File: src/rtl/mem_port_ctrl.sv
// mem_port_ctrl: arbitrates an instruction-fetch port and a data port onto a
// single-ported memory. Each access is a fixed IDLE -> ACCESS -> RESP walk;
// contention is resolved round-robin, and every output comes from a register.
module mem_port_ctrl (
  input  logic        clk,
  input  logic        rst,
  input  logic        if_req,
  input  logic [11:0] if_addr,
  output logic        if_ack,
  output logic [15:0] ir_out,
  input  logic        d_req,
  input  logic        d_we,
  input  logic [11:0] d_addr,
  input  logic [15:0] d_wdata,
  output logic        d_ack,
  output logic [15:0] mdr_out,
  output logic        mem_we,
  output logic [11:0] mem_addr,
  output logic [15:0] mem_wdata,
  input  logic [15:0] mem_rdata,
  output logic        busy,
  output logic [15:0] acc_count
);

  typedef enum logic [1:0] {
    IDLE,
    ACCESS,
    RESP
  } state_t;

  state_t      state_q, state_d;
  logic        lastGrantData_q, lastGrantData_d;
  logic        grantData_q, grantData_d;
  logic        memWe_q, memWe_d;
  logic [11:0] memAddr_q, memAddr_d;
  logic [15:0] memWdata_q, memWdata_d;
  logic [15:0] irOut_q, irOut_d;
  logic [15:0] mdrOut_q, mdrOut_d;
  logic [15:0] accCount_q, accCount_d;
  logic        ifAck_q, ifAck_d;
  logic        dAck_q, dAck_d;
  logic        busy_q, busy_d;
  logic        pickData;

  // Next-state logic: arbitrate in IDLE, capture read data when ACCESS closes, pulse ack in RESP
  always_comb begin
    state_d         = state_q;
    lastGrantData_d = lastGrantData_q;
    grantData_d     = grantData_q;
    memWe_d         = 1'b0;
    memAddr_d       = memAddr_q;
    memWdata_d      = memWdata_q;
    irOut_d         = irOut_q;
    mdrOut_d        = mdrOut_q;
    accCount_d      = accCount_q;
    ifAck_d         = 1'b0;
    dAck_d          = 1'b0;
    pickData        = 1'b0;

    case (state_q)
      IDLE: begin
        if (if_req || d_req) begin
          // Data wins when alone, or when both ask and fetch was granted last
          pickData        = d_req && (!if_req || !lastGrantData_q);
          grantData_d     = pickData;
          lastGrantData_d = pickData;
          memAddr_d       = pickData ? d_addr : if_addr;
          memWe_d         = pickData && d_we;
          if (pickData) begin
            memWdata_d = d_wdata;
          end
          state_d = ACCESS;
        end
      end
      ACCESS: begin
        if (!grantData_q) begin
          irOut_d = mem_rdata;
        end else if (!memWe_q) begin
          mdrOut_d = mem_rdata;
        end
        if (accCount_q != 16'hFFFF) begin
          accCount_d = accCount_q + 16'd1;
        end
        ifAck_d = !grantData_q;
        dAck_d  = grantData_q;
        state_d = RESP;
      end
      RESP: begin
        state_d = IDLE;
      end
      default: begin
        state_d = IDLE;
      end
    endcase

    busy_d = (state_d != IDLE);
  end

  // State and output registers; synchronous reset aborts any access in flight
  always_ff @(posedge clk) begin
    if (rst) begin
      state_q         <= IDLE;
      lastGrantData_q <= 1'b0;
      grantData_q     <= 1'b0;
      memWe_q         <= 1'b0;
      memAddr_q       <= 12'h000;
      memWdata_q      <= 16'h0000;
      irOut_q         <= 16'h0000;
      mdrOut_q        <= 16'h0000;
      accCount_q      <= 16'h0000;
      ifAck_q         <= 1'b0;
      dAck_q          <= 1'b0;
      busy_q          <= 1'b0;
    end else begin
      state_q         <= state_d;
      lastGrantData_q <= lastGrantData_d;
      grantData_q     <= grantData_d;
      memWe_q         <= memWe_d;
      memAddr_q       <= memAddr_d;
      memWdata_q      <= memWdata_d;
      irOut_q         <= irOut_d;
      mdrOut_q        <= mdrOut_d;
      accCount_q      <= accCount_d;
      ifAck_q         <= ifAck_d;
      dAck_q          <= dAck_d;
      busy_q          <= busy_d;
    end
  end

  assign if_ack    = ifAck_q;
  assign d_ack     = dAck_q;
  assign ir_out    = irOut_q;
  assign mdr_out   = mdrOut_q;
  assign mem_we    = memWe_q;
  assign mem_addr  = memAddr_q;
  assign mem_wdata = memWdata_q;
  assign busy      = busy_q;
  assign acc_count = accCount_q;

endmodule
File: config.mk
export PLATFORM = sky130hd
export DESIGN_NAME = mem_port_ctrl
export DESIGN_NICKNAME = d
export VERILOG_FILES = /design/src/rtl/mem_port_ctrl.sv
export SDC_FILE = /design/constraint.sdc
export NUM_CORES = 1
export LEC_CHECK = 0
export BUFFER_PORTS_ARGS = -buffer_cell sky130_fd_sc_hd__buf_2
export CORE_MARGIN = 4
export CORE_UTILIZATION = 42
export DETAILED_ROUTE_END_ITERATION = 6
export PLACE_DENSITY = 0.72
export SLEW_MARGIN = 20
export SYNTH_ARGS = -nofsm -noshare
export SYNTH_HDL_FRONTEND = slang
export SYNTH_SLANG_ARGS = --single-unit
File: constraint.sdc
create_clock -name clk -period 1.9 [get_ports clk]
set_clock_uncertainty 0.15 [all_clocks]
set_input_delay 0.285 -clock clk [delete_from_list [all_inputs] [get_ports clk]]
set_output_delay 0.285 -clock clk [all_outputs]
set_load 0.005 [all_outputs]
==> results by group, run 1 <==
Status
  – Run status: finished, violations left
  – Failing checks: setup timing

Timing
  – Fin. max-slew vios: 0
  – Shortest period the worst path allows: ~1900 ps
  – Slew @ Worst Pin: approximately 560 ps
  – Max Freq: roughly 0.53 GHz
  – Final hold vios: 0
  – Slew headroom: a little over three fifths
  – Setup ws final: -2.13 ps
  – Endpoints failing setup: 1
  – Fin crit share: 100%
  – RSZ-0062 raised after global routing: yes

Synth
  – Netlist Area Pre-Place: ~3200 um2
  – Unique masters post-synth: 34
  – Ys Warns: 0
  – #FFs+latches synth: slightly above 80
  – FFs w/ async S/R, synth: 0%
  – Post-synth net total: 445
  – Post-synth EDFFs: 0
  – Post-synthesis sequential area ratio: 51.8%
  – Top FF cell, synth: dfxtp_1
  – Synth Instances: 383
  – Syn Area/Cell: between 8 and 9 um2

Hold path
  – HP Start: d_wdata[14]
  – Hold/Removal Path Class: input port to flop

Routing
  – Total Wirelength: approximately 8700 um
  – Remaining antenna violation count after routing: 0
  – DRC: 0
  – Initial DRT Pass Iterations: 6
  – DR iter-0 viols: 127
  – WL/cell: 13.4 um
  – Via/cell ratio: between 4 and 5
  – DR vias: ~3.2k

Critical path
  – CP required: between 2000 and 2500 ps
  – Setup crit start kind: flop
  – Crit path max-delay family: simple AND/OR/NAND/NOR gates
  – Worst Path Max Fanout: 5
  – Worst Path Buf+Inv: 0
  – R2r startpoint: acc_count[1]
  – Reg2Reg Depth: 5
  – Critical path capture point type: flop
  – CP Launch Point: acc_count[1]
  – Worst setup endpoint: acc_count[10]
  – Reg-to-reg endpoint: acc_count[10]
  – Worst path cell trace: ha_4 > nand4_1 > or3_4 > or4_4 > a21oi_2
  – R2r setup slk: -2 ps
  – Slowest-stage cell, CP: or3_4
  – Kind of critical path: flop to flop
  – Data arrival, critical path: approximately 2000 ps
  – Slowest stage delay, CP: between 400 and 500 ps
  – Stages on the worst setup path: 5

Die
  – Die area: between 9000 and 10,000 um2
  – # rows: 31
  – Die width: ~95 um
  – Initial core utilization: a little over two fifths
  – Core area: about 7300 um2
  – Die Y: 95.4 um
  – I/O Pins: about 140

Run
  – # Max-Cap Violations: 0

Placed design
  – Post-detail-place hpwl: around 6300 um
  – Dpl cells: between 600 and 700
  – Routability cong.: between 0.7 and 0.8
  – # port buffers: 140
  – Worst slack at placement: -7.11 ps

Clock network
  – TritonCTS clock tree: done
  – H-Tree Depth: 3
  – Clock Path Buffers: 2
  – Worst-path clk slew: 90 ps
  – Sinks on Clock Net: between 80 and 90
  – Num CTS Buffers: 9
  – Insertion delay to the later sink of the worst-skew pair: between 300 and 400 ps
  – CTS Root Cell: clkbuf_8

GRT
  – Vias in the first global route: ~2.9k
  – Antenna violations before repair: 0
  – Total GRT Usage: roughly 18%
  – GRT overflow: 0
  – Largest net degree at the start of global routing: 27
  – First-pass GRT wire length: around 13,000 um

Final layout
  – Post-Layout Cell Count: around 650
  – Area grow syn2layout: 40.6%
  – Fill cells: 674
  – Share of cells above drive strength 1: between 30% and 40%
  – Final net count: between 600 and 700
  – Ant diodes: 0

Power
  – P_leak: between 2 and 2.5 nW
  – Power density over cell area: between 800 and 900 nW/um2
  – Peak VDD IR: 0.391 mV
  – Total power draw: approximately 0.0037 W
[metal layers]
metal / wire [um] / share of wire (%) / global-route usage, % / vias to the layer above
met1: 3660 / 42 / 22.7 / 1466
met4: 108 / 1.2 / 7.11 / 0
met2: 4160 / 48 / 30.0 / 118
met5: 0 / 0 / 0 / -
li1: - / - / - / 1644
met3: 752 / 8.7 / 5.60 / 12
[report_power, final]
part | internal [W] | switching, W
clock network | 0.000655 | 0.000663
registers | 0.00183 | 0.0000491
logic | 0.000218 | 0.000252
total | 0.00271 | 0.000964
[flip-flops by register name (all words and copies together), names as in the netlist]
register     count
mdr_out         16
if_ack           1
grantData_q      1
acc_count       16
mem_addr        12
d_ack            1
ir_out          16
mem_wdata       16
busy             1
mem_we           1
state_q          2
[worst min-delay path by stage]
stage / to / slack (ps) / depth (start not counted)
floorplan: ir_out[0] / 270 / 2
global placement: ir_out[5] / 290 / 2
detailed placement: ir_out[8] / 290 / 2
CTS: mem_wdata[9] / 0.4 / 3
global route: mem_wdata[5] / 5 / 3
finish: mem_wdata[14] / 20 / 3
[cell usage after synthesis (all sizes together), types with 2 or more instances]
library cell	number	area [um2]
nand2	103	387
dfxtp	83	1660
a21oi	64	320
clkbuf	20	75.1
nor2	20	75.1
a211oi	12	90.1
mux2i	12	120
o31ai	9	67.6
or4	9	67.6
nand4	6	52.6
o21ai	5	25.0
or3	5	32.5
buf	4	20.0
inv	4	15.0
and2	3	18.8
nor3	3	15.0
nor4	3	18.8
nand2b	2	12.5
nand3	2	10.0
nand3b	2	15.0
nor3b	2	20.0
o21a	2	15.0
[repair_timing]
| action | 4_1_cts | 5_1_grt |
|---|---|---|
| buffers inserted | 0 | 7 |
| endpoints found under the setup margin | 1 | 9 |
| hold endpoints to repair | 1 | 1 |
| pin swaps | 1 | 5 |
| hold buffers | 1 | 1 |
| resized for setup | 1 | 19 |
[per-stage QoR]
| stage | util, % | area (um2) | hold slack (ps) | TNS, ps |
|---|---|---|---|---|
| final | 61.5 | 4510 | 19.0 | -2.13 |
| after global placement | 56.5 | 4150 | 290 | 0 |
| after CTS | 59.6 | 4370 | 0.448 | 0 |
| after floorplan | - | 3210 | 271 | 0 |
| after global routing | 61.5 | 4510 | 5.20 | -198 |
| after detailed placement | 56.5 | 4150 | 293 | -7.11 |
[worst register-to-register path, stage by stage (launching register included)]
cell and delay [ps]:
dfxtp_2 360, ha_4 140, nand4_1 180, or3_4 470, or4_4 420, a21oi_2 120
[cells in the final DEF, fill, tap and decap left out, drive strengths merged, types with 5 or more instances in the layout]
cell type    n
a211oi      12
clkbuf      10
dfxtp       83
or4          9
o31ai        9
nand4        6
o21ai        5
or3          5
mux2i       12
nor2        20
nand2      103
buf        173
a21oi       64
inv          6
[layout make-up]
class / count / area (um2) / area share (%)
Sequential cell: 83 / 1670 / 37.0
Inverter: 4 / 15.0 / 0.333
Tap cell: 99 / 124 / 2.75
Timing Repair Buffer: 175 / 985 / 21.8
Multi-Input combinational cell: 272 / 1510 / 33.4
Clock buffer: 10 / 138 / 3.05
Clock inverter: 6 / 71.3 / 1.58
[kinds of logic after synthesis]
kind of cell | synth area share, %
adders and majority gates | 0.390
AOI/OAI and AO/OA | 16.7
muxes | 4.10
and+or+nand+nor | 23.6
buffers and inverters | 3.43
DFF | 51.8
(Power assumes the default switching activity.)
==> run 2, diff against run 1 <==
==> constraint.sdc (replaced) <==
create_clock -name clk -period 1.9 [get_ports clk]
set_clock_uncertainty 0.15 [all_clocks]
set_input_delay 0.095 -clock clk [delete_from_list [all_inputs] [get_ports clk]]
set_output_delay 0.095 -clock clk [all_outputs]
set_load 0.005 [all_outputs]
==> run 2 against run 1 <==
  * Via count is 9.9% higher
  * Register-to-register slack hardly changed
  * Sequential share of layout area is 3.8 points lower
  * The run still ends with setup timing left
  * Non-clock buffer count is 58 higher
  * Critical path depth stayed put
  * Core utilization is 6.9 points higher
  * Count of clock-buffer cells in the layout stayed put
  * Hold slack better by 26 ps
  * Largest power group unchanged
  * Combinational power is 26% higher
  * Die area stayed put
  * Critical path type unchanged
==> results by group, run 2 (synthesis gave the netlist of run 1 again) <==
Placed design
  – Dpl cells: between 600 and 700
  – Post-detail-place hpwl: between 6000 and 7000 um
  – # port buffers: 140
  – Routability cong.: a little under 0.8
  – Worst slack at placement: -5.17 ps

Timing
  – Max Freq: 0.525 GHz
  – Worst hold slack: about 45 ps
  – Setup ws final: -3.47 ps
  – Slew @ Worst Pin: 554 ps
  – RSZ-0062 raised after global routing: yes
  – Shortest period the worst path allows: roughly 1900 ps
  – Final hold vios: 0
  – Fin. max-slew vios: 0
  – Fin crit share: 100%
  – Endpoints failing setup: 1
  – Slew headroom: a little over three fifths

GRT
  – Vias in the first global route: around 3.6k
  – First-pass GRT wire length: ~17,000 um
  – Antenna violations before repair: 0
  – Total GRT Usage: 23.1%
  – GRT overflow: 0
  – Largest net degree at the start of global routing: 27

Final layout
  – Share of cells above drive strength 1: 33.6%
  – Register area: approximately 1700 um2
  – Core Util, Final: about two thirds
  – Commonest non-fill, non-tap cell in the layout: buf_2
  – Fill cells: around 550
  – Area grow syn2layout: 56.4%
  – Post-Layout Cell Count: 707
  – Commonest non-fill, non-tap cells in the layout: 140 x buf_2, 103 x nand2_1, 78 x dfxtp_1
  – Ant diodes: 0
  – Final net count: 665
  – Area of the multi-input gates: between 1000 and 1500 um2

Power
  – P_leak: 2.24 nW
  – Peak VDD IR: around 0.44 mV
  – Power density over cell area: about 730 nW/um2

Run
  – # Max-Cap Violations: 0

Routing
  – DR vias: approximately 3.6k
  – WL/cell: about 15 um
  – DRC: 0
  – Via/cell ratio: around 5.0
  – Remaining antenna violation count after routing: 0
  – Total Wirelength: 10,600 um
  – DR iter-0 viols: roughly 150
  – Initial DRT Pass Iterations: 4

Clock network
  – CTS Root Cell: clkbuf_8
  – Clock Path Buffers: 2
  – Insertion delay to the later sink of the worst-skew pair: ~350 ps
  – Sinks on Clock Net: 83
  – Worst-path clk slew: 90 ps
  – Num CTS Buffers: 9
  – H-Tree Depth: 3
  – TritonCTS clock tree: done

Critical path
  – R2r startpoint: acc_count[0]
  – Data arrival, critical path: around 2000 ps
  – Worst Path Max Fanout: 5
  – Kind of critical path: flop to flop
  – Setup crit start kind: flop
  – CP required: ~2000 ps
  – Critical path capture point type: flop
  – CP Launch Point: acc_count[0]

Die
  – # rows: 31
  – Die Y: ~95 um
  – I/O Pins: ~140
  – Core area: roughly 7300 um2
  – Die area: between 9000 and 10,000 um2
  – Die width: ~95 um
  – Initial core utilization: about 44%

Hold path
  – Hold/Removal Path Class: input port to flop
  – HP Start: d_req

Status
  – Run status: finished, violations left
  – Failing checks: setup timing
run 2: cell count changes in the layout (fill, tap and decap cells not counted), sizes merged:
| cell | delta |
|---|---|
| dlygate4sd3 | +58 |
| bufinv | -1 |
| inv | +1 |
run 2: worst max-delay path, stage by stage, from the launching register on:
cell	delay [ps]
dfxtp_2	360
ha_4	130
nand4_1	170
or3_4	470
or4_1	410
a21oi_1	130
run 2: worst paths after layout:
kind,to,slack (ps),cells past startpoint
max,acc_count[10],-3,5
min,busy,40,3
max reg2reg,acc_count[10],-3,5
min reg2reg,mdr_out[11],300,2
run 2: final cells by class:
| class | instances | share of cell area (%) |
|---|---|---|
| repair buffers | 233 | 30.9 |
| multi-input cells | 272 | 29.6 |
| clock buffers | 10 | 2.54 |
| well taps | 99 | 2.47 |
| flip-flops and latches | 83 | 33.2 |
| inverters | 4 | 0.299 |
| clock inverters | 6 | 0.972 |
run 2: layer usage:
layer,GRT usage [%],routed length (um)
met1,25.5,4240
met2,40.3,5180
met3,7.89,910
met4,9.48,255
met5,0,0
run 2: power breakdown:
group / internal (W) / switching, W / leakage [nW] / total [W]
Sequential: 0.00183 / 0.0000521 / 0.680 / 0.00189
Clock: 0.000492 / 0.000683 / 0.0852 / 0.00118
Combinational: 0.000296 / 0.000295 / 1.48 / 0.000591
run 2: through the flow:
step                area (um2)  setup TNS [ps]  power, W
detailed placement        4130           -5.17   0.00239
floorplan                 3210               0   0.00216
finish                    5020           -3.47   0.00365
global route              5020            -165   0.00381
global placement          4130               0   0.00237
CTS                       4920               0   0.00363
run 2: what timing repair did:
action,in CTS,in global routing
gates resized for setup,2,12
cloned,0,0
pin swaps,1,5
setup endpoints to repair,3,9
setup buffers,0,7
hold endpoints to repair,70,0
hold buffers,60,0
